===== config.mk =====
export PLATFORM = sky130hd
export DESIGN_NAME = plugboard_load_seq_flat
export DESIGN_NICKNAME = d
export VERILOG_FILES = /design/src/rtl/plugboard_load_seq_if.sv /design/src/rtl/plugboard_load_seq.sv /design/src/flat_wrapper.sv
export SDC_FILE = /design/constraint.sdc
export NUM_CORES = 1
export LEC_CHECK = 0
export CORE_MARGIN = 2
export CORE_UTILIZATION = 36
export DETAILED_ROUTE_END_ITERATION = 10
export PLACE_DENSITY_LB_ADDON = 0.2
export SLEW_MARGIN = 20
export SYNTH_ARGS = -nofsm -noshare
export SYNTH_HDL_FRONTEND = slang
export SYNTH_SLANG_ARGS = --single-unit

===== constraint.sdc =====
create_clock -name i_clk -period 1.2 [get_ports i_clk]
set_input_delay 0.24 -clock i_clk [delete_from_list [all_inputs] [get_ports i_clk]]
set_output_delay 0.24 -clock i_clk [all_outputs]
set_load 0.1 [all_outputs]

===== src/rtl/plugboard_load_seq_if.sv =====
// rtl/plugboard_load_seq_if.sv - source stream, control and table-load bus for plugboard_load_seq
//
// Purpose: groups the control, source stream and table-load signals of the
//   plugboard load sequencer.
// Signals:
//   start, abort           control from the configuration source
//   src_valid, src_data    source code stream, src_ready back to the source
//   table_idx, load,       table-load bus to the plugboard shift register
//   code_out
//   busy, done, count      sequencer status
// Modports:
//   master  configuration source side (drives control and stream)
//   slave   sequencer side (drives src_ready, load bus and status)

interface plugboard_load_seq_if #(
  parameter int CODE_W = 6
);
  logic              start;
  logic              abort;
  logic              src_valid;
  logic [CODE_W-1:0] src_data;
  logic              src_ready;
  logic [1:0]        table_idx;
  logic              load;
  logic [CODE_W-1:0] code_out;
  logic              busy;
  logic              done;
  logic [5:0]        count;

  modport master (
    output start, abort, src_valid, src_data,
    input  src_ready, table_idx, load, code_out, busy, done, count
  );

  modport slave (
    input  start, abort, src_valid, src_data,
    output src_ready, table_idx, load, code_out, busy, done, count
  );
endinterface


===== src/rtl/plugboard_load_seq.sv =====
// rtl/plugboard_load_seq.sv - source-side sequencer issuing plugboard table-load strobes
//
// Purpose: on start, accepts exactly ENTRIES codes from a valid/ready stream
//   and issues each one as a single-cycle load strobe tagged with TABLE_IDX.
//   Entry 0 must be supplied first so it lands in slot 0 after the last shift.
// Parameters:
//   ENTRIES    codes per load sequence (2..63)
//   CODE_W     code width
//   TABLE_IDX  table index driven alongside every load strobe
// Ports:
//   i_clk      clock
//   i_rst_n    synchronous active-low reset
//   bus        plugboard_load_seq_if.slave
//                start/abort      sequence control (abort wins)
//                src_*            source stream; src_ready decoded from state
//                table_idx/load/  registered load bus; table_idx is 2'b11
//                code_out         when no strobe, code_out holds
//                busy/done/count  registered status

module plugboard_load_seq #(
  parameter int         ENTRIES   = 32,
  parameter int         CODE_W    = 6,
  parameter logic [1:0] TABLE_IDX = 2'b10
) (
  input  logic                  i_clk,
  input  logic                  i_rst_n,
  plugboard_load_seq_if.slave   bus
);

  typedef enum logic {
    S_IDLE = 1'b0,
    S_LOAD = 1'b1
  } state_t;

  localparam logic [5:0] LAST_COUNT = 6'(ENTRIES - 1);

  state_t            r_state;
  logic              r_load;
  logic [CODE_W-1:0] r_code;
  logic [1:0]        r_table_idx;
  logic              r_busy;
  logic              r_done;
  logic [5:0]        r_count;

  // Ready is a pure state decode so it never combinationally depends on
  // src_valid; the source may wait for ready before raising valid.
  logic w_ready;
  assign w_ready = (r_state == S_LOAD);

  always_ff @(posedge i_clk) begin
    if (!i_rst_n) begin
      r_state     <= S_IDLE;
      r_load      <= 1'b0;
      r_code      <= '0;
      r_table_idx <= 2'b11;
      r_busy      <= 1'b0;
      r_done      <= 1'b0;
      r_count     <= '0;
    end else begin
      // Strobe-type outputs default to their idle values every cycle.
      r_load      <= 1'b0;
      r_table_idx <= 2'b11;
      r_done      <= 1'b0;

      case (r_state)
        S_IDLE: begin
          if (bus.start && !bus.abort) begin
            r_state <= S_LOAD;
            r_busy  <= 1'b1;
            r_count <= '0;
          end
        end

        S_LOAD: begin
          if (bus.abort) begin
            // Cancel without accepting this cycle's transfer; count keeps
            // the partial value for the host to inspect.
            r_state <= S_IDLE;
            r_busy  <= 1'b0;
          end else if (bus.src_valid) begin
            r_load      <= 1'b1;
            r_code      <= bus.src_data;
            r_table_idx <= TABLE_IDX;
            r_count     <= r_count + 6'd1;
            if (r_count == LAST_COUNT) begin
              r_state <= S_IDLE;
              r_busy  <= 1'b0;
              r_done  <= 1'b1;
            end
          end
        end

        default: begin
          r_state <= S_IDLE;
          r_busy  <= 1'b0;
        end
      endcase
    end
  end

  assign bus.src_ready = w_ready;
  assign bus.table_idx = r_table_idx;
  assign bus.load      = r_load;
  assign bus.code_out  = r_code;
  assign bus.busy      = r_busy;
  assign bus.done      = r_done;
  assign bus.count     = r_count;

endmodule


===== src/flat_wrapper.sv =====
// flat-port wrapper written by rule: the top's interface ports become plain ports
module plugboard_load_seq_flat 
#(
  parameter int         ENTRIES   = 32,
  parameter int         CODE_W    = 6,
  parameter logic [1:0] TABLE_IDX = 2'b10
)
  (i_clk, i_rst_n, bus_start, bus_abort, bus_src_valid, bus_src_data, bus_src_ready, bus_table_idx, bus_load, bus_code_out, bus_busy, bus_done, bus_count);
  plugboard_load_seq_if #(.CODE_W(CODE_W)) bus_i ();
  input  logic i_clk;
  input  logic i_rst_n;
  input wire logic [$bits(bus_i.start)-1:0] bus_start;
  input wire logic [$bits(bus_i.abort)-1:0] bus_abort;
  input wire logic [$bits(bus_i.src_valid)-1:0] bus_src_valid;
  input wire logic [$bits(bus_i.src_data)-1:0] bus_src_data;
  output wire logic [$bits(bus_i.src_ready)-1:0] bus_src_ready;
  output wire logic [$bits(bus_i.table_idx)-1:0] bus_table_idx;
  output wire logic [$bits(bus_i.load)-1:0] bus_load;
  output wire logic [$bits(bus_i.code_out)-1:0] bus_code_out;
  output wire logic [$bits(bus_i.busy)-1:0] bus_busy;
  output wire logic [$bits(bus_i.done)-1:0] bus_done;
  output wire logic [$bits(bus_i.count)-1:0] bus_count;
  assign bus_i.start = bus_start;
  assign bus_i.abort = bus_abort;
  assign bus_i.src_valid = bus_src_valid;
  assign bus_i.src_data = bus_src_data;
  assign bus_src_ready = bus_i.src_ready;
  assign bus_table_idx = bus_i.table_idx;
  assign bus_load = bus_i.load;
  assign bus_code_out = bus_i.code_out;
  assign bus_busy = bus_i.busy;
  assign bus_done = bus_i.done;
  assign bus_count = bus_i.count;
  plugboard_load_seq #(.ENTRIES(ENTRIES), .CODE_W(CODE_W), .TABLE_IDX(TABLE_IDX)) u_core (.i_clk(i_clk), .i_rst_n(i_rst_n), .bus(bus_i));
endmodule

# Yosys cells after proc, flatten, opt, wreduce, memory -nomap -nowiden
# Cells that the tools add are included.
# totals
ff_bits,18
in_bits,11
# classes
n_addsub,1
n_eq_ne,6
mux,17
bitwise_logic,4
reduce_logical,7
# op_table
op,n
$mux 6,3
$pmux 6 s2,1
$mux 1,11
$reduce_and 3->1,3
$add 6x1->6 const B,1
$eq 6x5->1 const B,1
$ne 3x3->1 const B,2
$ne 2x2->1 const B,2
$not 1->1,4
$pmux 1 s2,2
$reduce_or 4->1,1
$reduce_or 3->1,1
$ne 2x1->1 const B,1
$logic_and 1x1->1,1
$logic_not 1->1,1

# Longest topological paths before layout
# depth
ltp_word,5
depth_mapped,5

# Least setup slack after synthesis
# No wires, ideal clock.
# synth_timing
kind,flip-flop to flip-flop
start,"register u_core.r_state, in the netlist u_core.bus.src_ready"
end,"register u_core.r_count[4], in the netlist u_core.bus.count[4]"
setup_ns,0.070
arrival_time_ns,2.020
required_time_ns,1.130
slack_ns,-0.889
path_stages_with_launch,4
n_path_buf,0
period_less_slack_ns,2.089
cell_sequence,dfxtp_1 mux2i_1 or4_1 a21oi_1
# synth_via
elab_chain_len,3
elab_cells_between_ends,6
# synth_rtl
item,line_no,source
start: declaration,plugboard_load_seq.sv:37,state_t r_state;
start signal: assignment,plugboard_load_seq.sv:52,r_state <= S_IDLE;
start signal: assignment,plugboard_load_seq.sv:68,r_state <= S_LOAD;
start signal: assignment,plugboard_load_seq.sv:78,r_state <= S_IDLE;
$not 1->1 (no line),n/a,
$ne 2x1->1 (no line),n/a,
$reduce_and 3->1 (no line),n/a,
end signal: assignment,plugboard_load_seq.sv:84,r_count <= r_count + 6'd1;
end: declaration,plugboard_load_seq.sv:43,logic [5:0] r_count;
# Several ways; a longest one is shown, not always the timed one.
# A chain may end at the register's enable or synchronous reset.

# Worst setup path after layout
# Ends and elaborated chain as after synthesis.

==> results.ini <==
[sta]
post-route-period-util_pct=107.6
setup_viol_count_final=4
skew_ns=0.001189
slew_viol_final=0
rsz0062_at_grt=true
fin_crit_ns=1.291
finalWorstSetupSlack_ns=-0.09090
final_hold_viol_count=0
fmax_mhz=774.7

[route]
routed-wl-met3_um=85
top_layer=met4
wl_met1_um=721
wl_met2_um=879
drtIter0Drc=16
firstDrtPassIters=4
antenna_left=0
wirelength_um=1710
drt-wirelength-per-cell_um=12.48
via_count=687
drc_errors=0
viasPerCell=5.015

[synth]
syn_inst=75
synthDistinctLibCells=23
netlist_area_um2=688.2
synth_seq_area_share_pct=49.45
yosys_warnings=0
yosysTopAreaCellShare_pct=49.45
synthTopCellsByArea=dfxtp_1 49%, mux2i_1 10%, a21oi_1 4.4%
synth.largest_area_cell=dfxtp_1
synth-seq-cells=17
syn_area_per_cell_um2=9.175
synthesis.nets=87

[cts]
tritoncts=built
h-tree-depth=1
worstSkewPairLatency_ns=0.29
cts.sinks=17
hold_buffers=0
cts_root_buf=clkbuf_4
cts_setup_buffers=0
cts_inserted_buffers=3
path_clk_slew_ns=0.10
cts_buffer_depth=2

[pwr]
ir_drop_mv=0.6801
total_power_uw=1114
p_per_area_nw_per_um2=833.2
p_leak_uw=0.0005062

[critical_path]
cpLargestDelayFamily=compound AO/OA/AOI/OAI gates
worstPathCellList=mux2i_4, buf_4, o31ai_1, a21oi_2
cpPeakStageDelay_ns=0.38
crit_buf_inv=1
critPathKind=flip-flop to flip-flop
crit_slowest_cell=dfxtp_4
required_ns=1.38
cp_max_fo=6
cp.arrival_ns=1.47
startpoint_type=flip-flop
critPathCaptureType=flip-flop

[place]
preCtsSetupSlack_ns=-0.5113
gp_congestion=0.8071
dp_hpwl_um=1334
postPlaceCellArea_um2=1287
io_buffer_count=27

[final_layout]
area_growth_pct=94.36
final_common_cell=buf_12
nFillCells=121
finalNetCount=125
antenna_cells=0
drive_above_1_share_pct=44.64
final_area_um2=1338
layout_common_cells=18 x buf_12, 9 x dfxtp_1, 7 x nor2_1, 7 x clkdlybuf4s50_1

[global_routing]
grt_pass1_vias=659
antenna_found_initial=0
grt_pass1_wl_um=2691
grt_max_degree=11
grt_overflow_total=0
grt_use_total_pct=17.03

[floorplan]
die_w_um=47.72
coreArea_um2=1764
dieArea_um2=2277
ios=29
rows=15
start_util_pct=39.01
dieHeight_um=47.72

[outcome]
outcome=finished, violations left
violations=setup timing

[hold_path]
hp-class=input pin to flip-flop

[job]
maxCapViolCount=0

[kinds of logic after synthesis]
group / after synthesis / synth area share [%]
compound gates: 14 / 11.82
fa+ha+maj: 1 / 1.818
buf+inv: 8 / 5.090
flops: 17 / 49.46
mux: 7 / 10.18
other cells: 1 / 0.5449
simple gates: 27 / 21.09
[synth_stat cells]
cell type / count
dfxtp_1: 17
mux2i_1: 7
nor2_1: 7
a21oi_1: 6
inv_1: 5
nand2_1: 5
o21ai_0: 4
nand3_1: 3
o31ai_1: 3
or4_1: 3
nor2b_1: 2
nor4_1: 2
and3b_1: 1
buf_2: 1
buf_4: 1
clkbuf_1: 1
conb_1: 1
ha_1: 1
nand4b_1: 1
nor3_1: 1
o32ai_1: 1
or3_1: 1
or3b_2: 1
[timing repair]
action | CTS | global route
cloned | 0 | 0
resized for setup | 5 | 5
endpoints found under the setup margin | 16 | 7
pin swaps | 0 | 2
[registers in the layout, summed over array words and instances, names as in the netlist]
signal and cells:
u_core.bus.load 1, u_core.bus.src_ready 1, u_core.bus.code_out 6, u_core.bus.done 1
u_core.bus.table_idx 1, u_core.bus.busy 1, u_core.bus.count 6
[per-layer routing]
layer,track usage (%),up-vias
li1,-,338
met1,21.25,322
met2,26.93,25
met3,4.151,2
met4,9.189,0
met5,0,-
[stage by stage]
stage | hold slack [ns] | util [%] | TNS, ns | cells
global route | 0.4984 | 75.82 | -0.4196 | 137
CTS | 0.4605 | 74.75 | -0.2000 | 137
floorplan | 0.3200 | - | -0.9389 | 75
detailed placement | 0.5011 | 72.98 | -6.661 | 133
finish | 0.4693 | 75.82 | -0.2636 | 137
global placement | 0.4918 | 72.98 | -5.797 | 133
[power breakdown]
group	total (uW)	internal [uW]	switching, uW
Sequential	575	563	12.7
Combinational	232	97.3	135
Clock	307	124	183
[tightest hold or removal path: stages]
cell and delay (ns):
dlygate4sd2_1 0.29, o21ai_0 0.16, a21oi_1 0.04
[layout make-up]
type / instances / area, um2 / share of cell area (%)
timing repair buffer: 36 / 524.3 / 39.20
multi-input combinational: 50 / 370.4 / 27.69
sequential: 17 / 365.4 / 27.32
tap: 25 / 31.28 / 2.339
clock buffer: 3 / 22.52 / 1.684
inverter: 5 / 18.77 / 1.403
clock inverter: 1 / 5.005 / 0.3742
[path summary, 6_finish.rpt]
path                                            from              endpoint  slack (ns)  cells after the start
worst max-delay path            u_core.bus.src_ready   u_core.bus.count[4]       -0.09                      4
worst min-delay path                       bus_start  u_core.bus.src_ready        0.47                      3
worst max register to register  u_core.bus.src_ready   u_core.bus.count[4]       -0.09                      4
worst min register to register       u_core.bus.busy       u_core.bus.busy        0.52                      2
Power figures use the tool's default switching activity.
